$ cat config.mk
export PLATFORM = sky130hd
export DESIGN_NAME = pipeline_flush_ctrl
export DESIGN_NICKNAME = d
export VERILOG_FILES = /design/src/rtl/pipeline_pkg.sv /design/src/rtl/branch_operand_fwd.sv /design/src/rtl/pipeline_flush_ctrl.sv
export SDC_FILE = /design/constraint.sdc
export NUM_CORES = 1
export LEC_CHECK = 0
export ABC_AREA = 1
export CELL_PAD_IN_SITES_DETAIL_PLACEMENT = 0
export CELL_PAD_IN_SITES_GLOBAL_PLACEMENT = 2
export CORE_UTILIZATION = 24
export DETAILED_ROUTE_END_ITERATION = 10
export PLACE_DENSITY = 0.86
export RECOVER_POWER = 50
export SLEW_MARGIN = 20
export SYNTH_ARGS = -nofsm -noshare
export SYNTH_HDL_FRONTEND = slang
export SYNTH_SLANG_ARGS = --single-unit
$ cat constraint.sdc
create_clock -name clk -period 5.7 [get_ports clk]
set_input_delay 0.57 -clock clk [delete_from_list [all_inputs] [get_ports clk]]
set_output_delay 0.57 -clock clk [all_outputs]
set_load 0.02 [all_outputs]
$ cat src/rtl/pipeline_pkg.sv
// Shared pipeline definitions: default widths, flush FSM states and branch-decode bundle.
package pipeline_pkg;

    localparam int unsigned DATA_W_DEF = 16;
    localparam int unsigned REG_W_DEF  = 4;

    typedef enum logic {
        IDLE  = 1'b0,
        FLUSH = 1'b1
    } flush_state_t;

    // Branch decode bundle as produced by the ID decoder (b/bl/br/beq/bne opcodes).
    typedef struct packed {
        logic b;
        logic bl;
        logic br;
        logic beq;
        logic bne;
    } branch_dec_t;

    // Taken decision: unconditional forms always take, conditional forms test equality.
    function automatic logic branch_take(input branch_dec_t dec, input logic eq);
        return dec.b | dec.bl | dec.br | (dec.beq & eq) | (dec.bne & ~eq);
    endfunction

endpackage

$ cat src/rtl/branch_operand_fwd.sv
// Combinational operand forward mux for one branch source register (EX beats MEM beats RF).
module branch_operand_fwd #(
    parameter int unsigned REG_W  = 4,
    parameter int unsigned DATA_W = 16
) (
    input  logic [REG_W-1:0]  idx,
    input  logic [DATA_W-1:0] rf_data,
    input  logic [REG_W-1:0]  ex_rd,
    input  logic              ex_wr,
    input  logic [DATA_W-1:0] ex_data,
    input  logic [REG_W-1:0]  mem_rd,
    input  logic              mem_wr,
    input  logic [DATA_W-1:0] mem_data,
    output logic [DATA_W-1:0] operand_c
);

    // r0 is hardwired, so it never takes a forwarded value.
    always_comb begin
        operand_c = rf_data;
        if (ex_wr && (ex_rd == idx) && (idx != '0)) begin
            operand_c = ex_data;
        end else if (mem_wr && (mem_rd == idx) && (idx != '0)) begin
            operand_c = mem_data;
        end
    end

endmodule

$ cat src/rtl/pipeline_flush_ctrl.sv
// Branch resolution in ID with IF/ID NOP insertion for the resolving cycle plus FLUSH_CYCLES more.
module pipeline_flush_ctrl
    import pipeline_pkg::*;
#(
    parameter int unsigned DATA_W       = DATA_W_DEF,
    parameter int unsigned REG_W        = REG_W_DEF,
    parameter int unsigned FLUSH_CYCLES = 1,
    parameter int unsigned CNT_W        = 16
) (
    input  logic              clk,
    input  logic              rst_n,
    input  logic              b,
    input  logic              bl,
    input  logic              br,
    input  logic              beq,
    input  logic              bne,
    input  logic              stall,
    input  logic [REG_W-1:0]  ID_rs,
    input  logic [REG_W-1:0]  ID_rt,
    input  logic [DATA_W-1:0] ID_read_data_1,
    input  logic [DATA_W-1:0] ID_read_data_2,
    input  logic [REG_W-1:0]  EX_rt_rd,
    input  logic [REG_W-1:0]  MEM_rt_rd,
    input  logic              EX_reg_write,
    input  logic              MEM_reg_write,
    input  logic [DATA_W-1:0] EX_alu_out,
    input  logic [DATA_W-1:0] MEM_result,
    output logic              IF_ID_sync_nop,
    output logic              branch_taken,
    output logic              flush_busy,
    output logic [CNT_W-1:0]  flush_count
);

    localparam int unsigned CW = (FLUSH_CYCLES == 0) ? 1 : $clog2(FLUSH_CYCLES + 1);

    flush_state_t      state, state_n;
    logic [CW-1:0]     cnt, cnt_n;
    logic [DATA_W-1:0] op_a_c, op_b_c;
    branch_dec_t       dec;
    logic              take_c;
    logic              accepted_c;

    branch_operand_fwd #(.REG_W(REG_W), .DATA_W(DATA_W)) u_fwd_rs (
        .idx       (ID_rs),
        .rf_data   (ID_read_data_1),
        .ex_rd     (EX_rt_rd),
        .ex_wr     (EX_reg_write),
        .ex_data   (EX_alu_out),
        .mem_rd    (MEM_rt_rd),
        .mem_wr    (MEM_reg_write),
        .mem_data  (MEM_result),
        .operand_c (op_a_c)
    );

    branch_operand_fwd #(.REG_W(REG_W), .DATA_W(DATA_W)) u_fwd_rt (
        .idx       (ID_rt),
        .rf_data   (ID_read_data_2),
        .ex_rd     (EX_rt_rd),
        .ex_wr     (EX_reg_write),
        .ex_data   (EX_alu_out),
        .mem_rd    (MEM_rt_rd),
        .mem_wr    (MEM_reg_write),
        .mem_data  (MEM_result),
        .operand_c (op_b_c)
    );

    assign dec    = {b, bl, br, beq, bne};
    assign take_c = branch_take(dec, op_a_c == op_b_c);

    // State and remaining-flush counter.
    always_ff @(posedge clk or negedge rst_n) begin
        if (!rst_n) begin
            state <= IDLE;
            cnt   <= '0;
        end else begin
            state <= state_n;
            cnt   <= cnt_n;
        end
    end

    // Next state and NOP/accept outputs; rst_n gating drops the NOP as soon as reset asserts.
    always_comb begin
        state_n        = state;
        cnt_n          = cnt;
        accepted_c     = 1'b0;
        IF_ID_sync_nop = 1'b0;
        branch_taken   = 1'b0;
        case (state)
            IDLE: begin
                accepted_c = rst_n & take_c & ~stall;
                if (accepted_c && (FLUSH_CYCLES != 0)) begin
                    state_n = FLUSH;
                    cnt_n   = CW'(FLUSH_CYCLES);
                end
            end
            FLUSH: begin
                IF_ID_sync_nop = 1'b1;
                if (!stall) begin
                    cnt_n = cnt - CW'(1);
                    if (cnt == CW'(1)) begin
                        state_n = IDLE;
                    end
                end
            end
            default: state_n = IDLE;
        endcase
        if (accepted_c) begin
            IF_ID_sync_nop = 1'b1;
            branch_taken   = 1'b1;
        end
    end

    assign flush_busy = (state == FLUSH);

    // Saturating count of accepted taken branches.
    always_ff @(posedge clk or negedge rst_n) begin
        if (!rst_n) begin
            flush_count <= '0;
        end else if (accepted_c && (flush_count != '1)) begin
            flush_count <= flush_count + CNT_W'(1);
        end
    end

endmodule

==> results of run 1 <==
[worst reg2reg max path, cell delays in order, from the launching register on]
cell     delay, ns
dfrtp_1       0.41
ha_1          0.21
nand3_1       0.15
nor3_1        0.42
nand2_1       0.16
nor2_1        0.12
nand2_1       0.09
nand4_2       0.31
nand2_1       0.10
nand2_1       0.08
[layer usage]
layer / GRT usage / routed length, µm / up-vias
met2: 0.294 / 5410 / 156
met4: 0.0495 / 182 / 0
met3: 0.0243 / 842 / 17
met5: 0 / 0 / -
met1: 0.226 / 5280 / 1793
li1: - / - / 2105
[cell families after synthesis]
kind of cell	count (synthesis)	synth area share
buffers and inverters	86	0.137
AND/OR/NAND/NOR	483	0.659
flip-flops	18	0.141
XOR/XNOR	16	0.0439
adder cells (fa/ha/maj)	1	0.00392
AO/OA/AOI/OAI	9	0.0149
[metrics by stage]
stage	setup slack (ns)	instance area, µm²	hold WS (ns)	instances	total power [mW]
2_1_floorplan	3.00	3190	0.274	613	0.369
3_3_place_gp	1.06	4310	0.491	871	0.512
3_5_place_dp	0.953	4310	0.495	871	0.513
4_1_cts	0.954	4400	0.510	875	0.677
5_1_grt	0.583	4400	0.528	875	0.720
6_report	0.990	4400	0.500	875	0.668
[sequential cells by signal (all words and copies together) (netlist names)]
signal and cells:
cnt 1, flush_busy 1, flush_count 16
[layout by cell type (no fill, tap or decap), types with 2 or more instances in the layout]
cell / synthesis / final
inv_2: 8 / 8
o21ai_1: 4 / 4
clkdlybuf4s50_1: 0 / 98
nand3_1: 51 / 51
nand2_1: 338 / 338
inv_1: 52 / 52
buf_4: 4 / 4
dfrtp_1: 18 / 18
o22ai_1: 2 / 2
nand4_1: 37 / 37
nor2_2: 4 / 4
nand3_4: 3 / 3
nand2_2: 4 / 4
a21oi_1: 2 / 2
nor2_4: 3 / 3
xnor2_1: 2 / 2
nor3_1: 7 / 7
xor2_1: 14 / 14
clkbuf_16: 0 / 3
nor2_1: 28 / 28
nand4_2: 3 / 3
dlygate4sd3_1: 0 / 10
[power breakdown]
part	internal, mW	switching (mW)	total (mW)
combinational	0.148	0.197	0.345
clock	0.107	0.0530	0.160
sequential	0.146	0.0167	0.162
[final timing paths]
path                                  from  depth (start not counted)  slack (ns)              end
setup / recovery                  ID_rs[3]                         20        0.99   IF_ID_sync_nop
hold / removal             flush_count[15]                          2        0.50  flush_count[15]
setup reg to reg            flush_count[0]                          9        3.59   flush_count[5]
hold reg to reg            flush_count[15]                          2        0.50  flush_count[15]
max in group asynchronous            rst_n                          1        4.25   flush_count[2]
min in group asynchronous            rst_n                          1        0.89  flush_count[12]
[synth_stat cells (all sizes together)]
library cell  instances
nand4                40
nor4                  1
clkbuf                1
nor3                  7
xor2                 14
xnor2                 2
inv                  60
ha                    1
a21oi                 2
o21ai                 5
nor2                 35
nand2               342
nand3                55
o22ai                 2
buf                  25
nor3b                 1
dfrtp                18
or2                   2
[cell type report]
class | count | share of cell area
multi-input cells | 509 | 0.524
clock buffers | 4 | 0.0202
inverters | 60 | 0.0512
well taps | 172 | 0.0489
repair buffers | 112 | 0.253
flip-flops and latches | 18 | 0.102
==> impl_metrics.env, run 1 <==
export IMPL_drive_gt1_frac=0.0498
export IMPL_fin_nets=795
export IMPL_path_max_fanout=33
export IMPL_via_per_inst=4.65
export IMPL_numPortBuffers=108
export IMPL_worst_pin_slew_ns=0.904
export IMPL_cts_setup_buffers=0
export IMPL_cts_resized=0
export IMPL_cts_tree="built"
export IMPL_ys_top_cells_by_area="nand2_1, dfrtp_1, nand3_1"
export IMPL_fin_crit_sh=0.826
export IMPL_fin_setup_tns_ns=0
export IMPL_outcome="finished clean"
export IMPL_ant_nets=0
export IMPL_clk_pin_slew_worst_paths_ns=0.06
export IMPL_cts_buffer_depth=2
export IMPL_seq_area_frac_synth=0.141
export IMPL_grt_usage=0.173
export IMPL_finalClockSkew_ns=0.000997
export IMPL_hold_buffers=0
export IMPL_grt_max_degree=34
export IMPL_rsz0062_at_grt="false"
export IMPL_routedWlPerCell_um=13.4
export IMPL_post_route_util=0.344
export IMPL_area_growth_pct=37.7
export IMPL_htreeDepth=1
export IMPL_synth_fp_nets=704
export IMPL_pwr_density_cell_mw_per_mm2=152
export IMPL_clk_latency_ns=0.25
export IMPL_syn_area_mm2=0.00319
export IMPL_worst_ep_required_time_ns=5.13
export IMPL_antenna_found_initial=0
export IMPL_hold_viol=0
export IMPL_chipWidth_um=117
export IMPL_crit_buf_inv=4
export IMPL_critPathSlowestCell="inv_2"
export IMPL_cpLargestDelayFamily="buffers and inverters"
export IMPL_slew_headroom=0.395
export IMPL_cpPeakStageDelay_ns=0.60
export IMPL_drt_iter0_markers=370
export IMPL_syn_avg_cell_area_um2=5.21
export IMPL_ir_drop_mv=0.172
export IMPL_multi_input_area_mm2=0.00231
export IMPL_p_leak_nw=2.32
export IMPL_ios=109
export IMPL_yosys_warnings=0
export IMPL_cts_inserted_buffers=3
export IMPL_die_h_um=117
export IMPL_antenna_cells=0
export IMPL_drv_slew=0
export IMPL_synth_top_area_frac=0.397
export IMPL_overflow=0
export IMPL_cts_sinks=18
export IMPL_grt_pass1_vias=3997
export IMPL_max_freq_mhz=212
export IMPL_initial_utilization=0.250
export IMPL_yosysUniqueCellTypes=30
export IMPL_place_gp_congestion=0.854
export IMPL_setup_viol=0
export IMPL_root_buffer="clkbuf_16"
export IMPL_ys_ff_latch=18
export IMPL_crit_top_cell="nand2_1"
export IMPL_synth_top_cell_by_area="nand2_1"
export IMPL_period_needed_ns=4.71
export IMPL_drt_total_wl_um=11700
export IMPL_seqCellArea_um2=450
export IMPL_min_path_type="reg -> reg"
export IMPL_first_pass_iters=5
export IMPL_rows=41
export IMPL_crit_path_start_kind="input pin"
export IMPL_syn_inst=613
export IMPL_grt_pass1_wl_um=19700
export IMPL_cp_arrival_ns=4.14
export IMPL_core_area_mm2=0.0128
export IMPL_post_dp_hpwl_um=8740
export IMPL_end_kind="primary output"
export IMPL_maxCapViolCount=0
export IMPL_drc=0
export IMPL_die_area_mm2=0.0138
export IMPL_fill_cells=1406
export IMPL_setup_worst_path_class="in -> out"
export IMPL_path_cells="clkdlybuf4s50_1 > nor2_1 > nand2_1 > nand3_1 > nor2_1 > nand2_2 > inv_2 > nand2_1 > nand2_1 > inv_1 > nand2_1 > nand2_1 > nor2_1 > nand2_1 > nor2_1 > nand3_1 > nand3_2 > nand2_1 > nand2_1 > clkdlybuf4s50_1"
export IMPL_vias=4071
Power figures use the tool's default switching activity.
==> inputs of run 2 (changes only) <==
--- a/config.mk
+++ b/config.mk
@@ -8,9 +8,9 @@
 export ABC_AREA = 1
 export CELL_PAD_IN_SITES_DETAIL_PLACEMENT = 0
 export CELL_PAD_IN_SITES_GLOBAL_PLACEMENT = 2
-export CORE_UTILIZATION = 24
+export CORE_UTILIZATION = 20
 export DETAILED_ROUTE_END_ITERATION = 10
-export PLACE_DENSITY = 0.86
+export PLACE_DENSITY = 0.76
 export RECOVER_POWER = 50
 export SLEW_MARGIN = 20
 export SYNTH_ARGS = -nofsm -noshare
==> constraint.sdc (replaced) <==
create_clock -name clk -period 3.77 [get_ports clk]
set_input_delay 0.377 -clock clk [delete_from_list [all_inputs] [get_ports clk]]
set_output_delay 0.377 -clock clk [all_outputs]
set_load 0.02 [all_outputs]
==> run 2 against run 1 <==
  * Critical path depth stayed put
  * First-iteration DRC count is 50% lower
  * Register-to-register slack worse by 1.9 ns
  * Setup slack worse by 0.68 ns
  * Sequential power is 53% higher
  * Die area is 20% higher
  * Global-route usage is 1.6 points lower
  * Utilization is 3.8 points lower
  * Total power is 56% higher
  * Clock-buffer cell count stayed put
  * Flip-flop and latch count stayed put
  * Clock skew hardly changed
  * Critical endpoint unchanged
==> impl_metrics.env, run 2 (synthesis gave the netlist of run 1 again) <==
export IMPL_p_int_uw=627
export IMPL_antenna_found_initial=0
export IMPL_via_per_inst=4.40
export IMPL_first_pass_iters=4
export IMPL_crit_top_cell="nand2_1"
export IMPL_core_area_mm2=0.0154
export IMPL_die_area_mm2=0.0165
export IMPL_cts_inserted_buffers=3
export IMPL_drt_total_wl_um=12800
export IMPL_final_common_cell="nand2_1"
export IMPL_end_kind="primary output"
export IMPL_clk_latency_ns=0.25
export IMPL_pwr_density_cell_mw_per_mm2=222
export IMPL_worst_pin_slew_ns=1.08
export IMPL_die_h_um=128
export IMPL_setup_viol=0
export IMPL_path_cells="clkdlybuf4s50_1 > inv_2 > nand2_1 > nand2_2 > nor2_4 > buf_12 > nand4_1 > nand3_1 > o21ai_0 > nand2_1 > nand2_1 > nor2_1 > nand2_1 > nor2_1 > nand2_1 > nand2_1 > nand3_2 > nand2_1 > nand2_1 > dlygate4sd2_1"
export IMPL_ir_drop_mv=0.258
export IMPL_fin_nets=817
export IMPL_hold_ws_ns=0.507
export IMPL_top_register="flush_count"
export IMPL_rsz0062_at_grt="false"
export IMPL_grt_pass1_wl_um=20700
export IMPL_crit_buf_inv=4
export IMPL_finalClockSkew_ns=0.00102
export IMPL_overflow=0
export IMPL_clk_pin_slew_worst_paths_ns=0.05
export IMPL_cp_arrival_ns=3.08
export IMPL_swShare=0.398
export IMPL_outcome="finished clean"
export IMPL_stdcell_count=936
export IMPL_dp_cells=926
export IMPL_cpLargestDelayFamily="simple AND/OR/NAND/NOR gates"
export IMPL_cpPeakStageDelay_ns=0.57
export IMPL_grt_usage=0.157
export IMPL_cp_endpoint="IF_ID_sync_nop"
export IMPL_fin_setup_tns_ns=0
export IMPL_ant_nets=0
export IMPL_p_total_mw=1.04
export IMPL_cts_sinks=18
export IMPL_place_gp_congestion=0.843
export IMPL_critPathLaunch="ID_rt[3]"
export IMPL_numPortBuffers=108
export IMPL_rr_endpoint="flush_count[5]"
export IMPL_largest_reg_flops=16
export IMPL_p_leak_nw=2.45
export IMPL_p_switching_uw=414
export IMPL_routedWlPerCell_um=13.7
export IMPL_sequentialPowerShare=0.238
export IMPL_fin_crit_sh=0.918
export IMPL_rows=45
export IMPL_r2r_setup_slack_ns=1.69
export IMPL_area_growth_pct=47.2
export IMPL_max_freq_mhz=289
export IMPL_cts_tree="built"
export IMPL_min_path_type="reg -> reg"
export IMPL_htreeDepth=1
export IMPL_vias=4117
export IMPL_cp_depth=20
export IMPL_drv_slew=0
export IMPL_cts_buffer_depth=2
export IMPL_combPwrFrac=0.533
export IMPL_power_frac_clock=0.228
export IMPL_maxCapViolCount=0
export IMPL_grt_pass1_vias=4123
export IMPL_crit_path_start_kind="input pin"
export IMPL_antenna_cells=0
export IMPL_final_cell_mix="nand2_1, clkdlybuf4s50_1, inv_1"
export IMPL_slew_headroom=0.280
export IMPL_hold_viol=0
export IMPL_worst_ep_required_time_ns=3.39
export IMPL_grt_max_degree=25
export IMPL_hold_buffers=0
export IMPL_setup_worst_path_class="in -> out"
export IMPL_r2r_start="flush_count[0]"
export IMPL_critPathSlowestCell="clkdlybuf4s50_1"
export IMPL_post_dp_hpwl_um=9660
export IMPL_ios=109
export IMPL_path_max_fanout=14
export IMPL_drc=0
export IMPL_holdPathStages=2
export IMPL_drt_iter0_markers=184
export IMPL_root_buffer="clkbuf_16"
export IMPL_chipWidth_um=128
export IMPL_initial_utilization=0.208
export IMPL_r2r_cells=9
export IMPL_drive_gt1_frac=0.0786
export IMPL_period_needed_ns=3.46
-- run 2: cell types whose count changed in the layout (fill, tap and decap cells not counted) --
cell             change
nor2_1               -2
nand3_4              +1
clkbuf_1             +1
buf_4               +12
buf_6                +1
nor2_4               +1
dlygate4sd2_1        +2
clkdlybuf4s50_1      -2
nand2_1              +1
nor2_2               +1
buf_12               +6
-- run 2: worst register-to-register path, delay by kind of cell (launching register included) --
kind / cells / cell delay (ns)
adder cells (fa/ha/maj): 1 / 0.21
flip-flops: 1 / 0.41
AND/OR/NAND/NOR: 8 / 1.39
-- run 2: cell type report --
class	count	area [µm²]
Clock buffer	4	88.8
Fill cell	1723	10700
Inverter	60	225
Multi-Input combinational cell	511	2340
Sequential cell	18	450
Tap cell	211	264
Timing Repair Buffer	132	1330
-- run 2: layer usage --
| metal | part of all wire | vias to the layer above | track usage |
|---|---|---|---|
| met5 | 0 | - | 0 |
| met4 | 0.018 | 0 | 0.0332 |
| met3 | 0.052 | 15 | 0.0204 |
| met2 | 0.47 | 111 | 0.274 |
| met1 | 0.46 | 1842 | 0.207 |
| li1 | - | 2149 | - |
-- run 2: per-stage QoR --
step | worst slack (ns) | area (µm²) | utilization
floorplan | 1.45 | 3190 | -
global placement | -0.00276 | 4540 | 0.295
detailed placement | -0.0468 | 4540 | 0.295
CTS | 0.226 | 4660 | 0.303
global route | 0.0346 | 4700 | 0.306
finish | 0.308 | 4700 | 0.306
-- run 2: worst min-delay path by stage --
stage | start | to | slack [ns]
final | flush_count[15] | flush_count[15] | 0.51
after global routing | flush_count[4] | flush_count[4] | 0.57
after CTS | rst_n | cnt | 0.48
after detailed placement | flush_count[15] | flush_count[15] | 0.50
after global placement | flush_count[15] | flush_count[15] | 0.51
after floorplan | rst_n | cnt | 0.08
-- run 2: power groups by stage --
stage | combinational [mW] | clock [mW] | sequential, mW
global route | 0.624 | 0.252 | 0.254
floorplan | 0.285 | 0 | 0.273
global placement | 0.556 | 0 | 0.249
detailed placement | 0.558 | 0 | 0.253
CTS | 0.561 | 0.245 | 0.250
finish | 0.556 | 0.238 | 0.248
-- run 2: timing repair --
item / 4_1_cts / 5_1_grt
endpoints found under the setup margin: 2 / 2
gates resized for setup: 3 / 4
pin swaps: 2 / 2
buffers inserted: 2 / 2
cloned: 1 / 1
